[src/rtl/fsm_counter_cmd_decoder.sv]
// Recovers the w1w0 command behind each step of an up/down counter by watching its sampled state.
// Optional build macro RESET_INFER_EN: an illegal step landing on 0 is read as a counter reset (ResetSeen pulse).
module fsm_counter_cmd_decoder #(
  parameter int unsigned WIDTH     = 4,
  parameter int unsigned ERR_LIMIT = 3
) (
  input  logic             Clock,
  input  logic             Reset,
  input  logic             Sample,
  input  logic [WIDTH-1:0] Count,
  output logic             CmdValid,
  output logic             w1,
  output logic             w0,
  output logic             Locked,
  output logic             Illegal,
  output logic             Fault,
  output logic [7:0]       DecodeCount
`ifdef RESET_INFER_EN
  ,
  output logic             ResetSeen
`endif
);

  typedef enum logic [1:0] {
    S_UNSYNC = 2'd0,
    S_TRACK  = 2'd1,
    S_FAULT  = 2'd2
  } state_e;

  state_e           state_q;
  logic [WIDTH-1:0] prev_q;
  logic [3:0]       err_run_q;
  logic             cmd_valid_q;
  logic             illegal_q;
  logic [1:0]       code_q;
  logic [7:0]       dcount_q;

  logic [WIDTH-1:0] delta;
  logic             step_legal;
  logic [1:0]       step_code;
  logic [4:0]       err_run_d;

  // Step size is taken modulo 2^WIDTH so that wrap-around decodes like any other step.
  always_comb begin
    delta      = Count - prev_q;
    step_legal = 1'b1;
    step_code  = 2'b00;
    err_run_d  = {1'b0, err_run_q} + 5'd1;
    if (delta == '0) begin
      step_code = 2'b00;
    end else if (delta == WIDTH'(1)) begin
      step_code = 2'b01;
    end else if (delta == WIDTH'(2)) begin
      step_code = 2'b10;
    end else if (delta == '1) begin
      step_code = 2'b11;
    end else begin
      step_legal = 1'b0;
    end
  end

`ifdef RESET_INFER_EN
  logic reset_seen_q;
  assign ResetSeen = reset_seen_q;
`endif

  // NOTE: state and outputs share one clocked block; every assignment here is non-blocking so
  // all registers see the pre-edge values of each other regardless of statement order.
  always_ff @(posedge Clock) begin
    if (Reset) begin
      state_q     <= S_UNSYNC;
      prev_q      <= '0;
      err_run_q   <= '0;
      cmd_valid_q <= 1'b0;
      illegal_q   <= 1'b0;
      code_q      <= 2'b00;
      dcount_q    <= 8'd0;
`ifdef RESET_INFER_EN
      reset_seen_q <= 1'b0;
`endif
    end else begin
      cmd_valid_q <= 1'b0;
      illegal_q   <= 1'b0;
`ifdef RESET_INFER_EN
      reset_seen_q <= 1'b0;
`endif
      unique case (state_q)
        S_UNSYNC: begin
          if (Sample) begin
            prev_q  <= Count;
            state_q <= S_TRACK;
          end
        end
        S_TRACK: begin
          if (Sample) begin
            prev_q <= Count;
            if (step_legal) begin
              cmd_valid_q <= 1'b1;
              code_q      <= step_code;
              err_run_q   <= '0;
              if (dcount_q != 8'hFF) dcount_q <= dcount_q + 8'd1;
            end
`ifdef RESET_INFER_EN
            else if (Count == '0) begin
              err_run_q    <= '0;
              reset_seen_q <= 1'b1;
            end
`endif
            else begin
              illegal_q <= 1'b1;
              err_run_q <= err_run_d[3:0];
              if (err_run_d == 5'(ERR_LIMIT)) state_q <= S_FAULT;
            end
          end
        end
        S_FAULT: begin
          // Absorbing: only Reset leaves this state.
        end
        default: state_q <= S_UNSYNC;
      endcase
    end
  end

  assign CmdValid    = cmd_valid_q;
  assign w1          = code_q[1];
  assign w0          = code_q[0];
  assign Illegal     = illegal_q;
  assign DecodeCount = dcount_q;
  assign Locked      = (state_q == S_TRACK);
  assign Fault       = (state_q == S_FAULT);

endmodule

[config.mk]
export PLATFORM = sky130hd
export DESIGN_NAME = fsm_counter_cmd_decoder
export DESIGN_NICKNAME = d
export VERILOG_FILES = /design/src/rtl/fsm_counter_cmd_decoder.sv
export SDC_FILE = /design/constraint.sdc
export NUM_CORES = 1
export LEC_CHECK = 0
export ABC_AREA = 1
export BUFFER_PORTS_ARGS = -buffer_cell sky130_fd_sc_hd__buf_2
export CAP_MARGIN = 20
export CORE_UTILIZATION = 58
export DETAILED_ROUTE_END_ITERATION = 8
export GPL_TIMING_DRIVEN = 0
export PLACE_DENSITY = 0.82
export SYNTH_ARGS = -nofsm -noshare
export SYNTH_HDL_FRONTEND = slang
export SYNTH_SLANG_ARGS = --single-unit
[constraint.sdc]
create_clock -name Clock -period 5.55 [get_ports Clock]
set_clock_uncertainty 0.05 [all_clocks]
set_input_delay 0.8325 -clock Clock [delete_from_list [all_inputs] [get_ports Clock]]
set_output_delay 0.8325 -clock Clock [all_outputs]
set_load 0.005 [all_outputs]
==> reports/results.ini <==
[grt]
met1_usage_pct=29.9
grt_max_degree=12
overflow=0
antenna_found_initial=0
busiest_layer=met2
grt.met3_usage_pct=4.53
grt_util_met2_pct=45.7
grt_usage_pct=25.1
first_global_vias=981
grt_pass1_wl_mm=4.00

[cts]
h-tree-depth=1
clock_path_buffers=2
root_buffer=clkbuf_4
hold_buffers=0
cts_resized=0
path_clk_slew_ns=0.11
clock_latency_ns=0.31
cts_tree=yes
cts.sinks=22
post-cts-setup-buffer-count=0
numCtsBuffers=3

[timing]
fin_setup_tns_ns=0
worst_pin_slew_ns=0.450
max_slew_margin_pct=70.0
rsz0062_at_grt=no
fin_worst_hold_slack_ns=0.420
period_needed_ns=2.56
fmax_mhz=390
min_period_over_period_pct=46.2
setup_violations=0
drv_slew=0
hold_violations=0

[detailed_routing]
wl_per_cell_um=12.1
ant_nets=0
route.detailed.drc=0
dr_total_vias=1147
drtIter0Drc=30
totalWireLength_mm=2.59
vias_per_cell=5.36
first_pass_iters=4

[layout]
insertedDiodeCount=0
finalNetCount=203
drive_above_1_share_pct=19.8
syn_to_final_growth_pct=12.7

[die]
dieWidth_um=48
die_h_um=48
ios=21
die_area_mm2=0.00230
coreArea_mm2=0.00198
start_util_pct=61.9
num_rows=16

[logic_synthesis]
avgSynthCellArea_um2=7.48
synth_xor_area_share_pct=6.42
ys_seq_area_share_pct=35.9
synth-adder-area-share_pct=7.75
synth.distinct_cells=28
synth_compound_area_share_pct=11.2
synthMuxAreaShare_pct=0
syn_inst=164
syn_area_mm2=0.00123
ys_ff_latch=22
ys_warn_count=0
postSynthNetCount=178
synth_top_family_by_area=simple AND/OR/NAND/NOR gates
synthSimpleGateAreaFrac_pct=30.2

[worst_setup_path]
cp_cell_sequence=buf_2 -> inv_1 -> ha_1 -> inv_1 -> fa_1 -> inv_1 -> or2_0 -> nor2_1 -> nand3_2 -> nand3_2 -> nand3_2 -> nor2_1 -> nor2_1
slowest_stage=fa_1
critPathMaxFanout=9
endpoint_kind=flip-flop
cp_top_family=simple AND/OR/NAND/NOR gates
crit_type=in2reg
cp_data_arrival_time_ns=2.73
cp.required_ns=5.71
max_stage_delay_ns=0.50
crit_path_start_kind=input port
critPathBufInv=4

[power]
powerDensity_mw_per_mm2=224
p_leak_nw=0.664
peakVddDrop_uv=153

[outcome]
status=completed

[placement]
hpwlAfterDp_mm=1.98
place_congestion=0.738
io_buffer_count=20

[min_path]
worstHoldPathType=reg2reg

[job]
drv_cap=0

==> per-layer routing <==
| layer | up-vias | wire length [µm] |
|---|---|---|
| met5 | - | 0 |
| met4 | 0 | 17 |
| met3 | 3 | 69 |
| met2 | 18 | 1340 |
| met1 | 538 | 1160 |
| li1 | 588 | - |
==> cell type report <==
cell class,instances,area (µm²)
multi-input combinational,117,682
fill,164,598
sequential,22,440
timing repair buffer,20,100
inverter,22,82.6
tap,27,33.8
clock buffer,3,22.5
buffer,3,22.5
==> stage by stage <==
stage	total power [mW]	instance area, µm²	setup slack, ns	instances	utilization (%)
2_1_floorplan	0.223	1230	2.96	164	-
3_3_place_gp	0.236	1360	2.75	211	68.7
3_5_place_dp	0.240	1360	2.69	211	68.7
4_1_cts	0.310	1380	3.00	214	69.8
5_1_grt	0.325	1380	2.82	214	69.8
6_report	0.309	1380	2.99	214	69.8
==> cell families (layout without fill, tap and decap cells) <==
logic type	after synthesis	in the layout
and+or+nand+nor	76	76
buffers and inverters	25	48
AOI/OAI and AO/OA	25	25
xor gates and xnor gates	9	9
DFF	22	22
adders and majority gates	7	7
==> where the power goes <==
group,internal (mW),switching [mW]
clock network,0.0254,0.0466
logic,0.0257,0.0421
registers,0.165,0.00502
total,0.216,0.0937
==> synthesized netlist by cell type (all sizes together) <==
cell     n  area share [%]
nand2   35              12
xnor2    4             2.9
dfxtp   22              36
xor2     5             3.6
clkinv   1            0.31
nor3     1            0.41
nand4    8             4.1
buf      1            0.92
or2      1            0.51
nand3b   1            0.61
o211ai   2             1.2
clkbuf   2            0.92
ha       6             6.1
nand3   14             7.3
fa       1             1.6
inv     21             6.4
nor2    16             5.7
a21oi   16             7.1
o21ai    7             2.9
==> flip-flops by register name, indices dropped and copies added, names as in the netlist <==
signal,count
DecodeCount,8
err_run_q,4
prev_q,4
code_q,2
state_q,2
CmdValid,1
Illegal,1
==> worst min-delay path: stages, from the launching register on <==
cell and delay (ns):
dfxtp_1 0.33, nand3_1 0.07, nand2_1 0.04
==> final timing paths <==
path	start	cells after the start	slack, ns	end
hold / removal	code_q[0]	2	0.42	code_q[0]
setup / recovery	Count[0]	13	2.99	DecodeCount[1]
setup reg to reg	prev_q[0]	11	3.32	DecodeCount[1]
hold reg to reg	code_q[0]	2	0.42	code_q[0]
==> cells in the final DEF (no fill, tap or decap), drive strengths merged, types with 4 or more instances in the layout <==
| cell type | netlist | final |
|---|---|---|
| nand2 | 35 | 35 |
| dfxtp | 22 | 22 |
| buf | 1 | 21 |
| inv | 21 | 21 |
| nor2 | 16 | 16 |
| a21oi | 16 | 16 |
| nand3 | 14 | 14 |
| nand4 | 8 | 8 |
| o21ai | 7 | 7 |
| ha | 6 | 6 |
| xor2 | 5 | 5 |
| clkbuf | 2 | 5 |
| xnor2 | 4 | 4 |
Power figures use the tool's default switching activity.
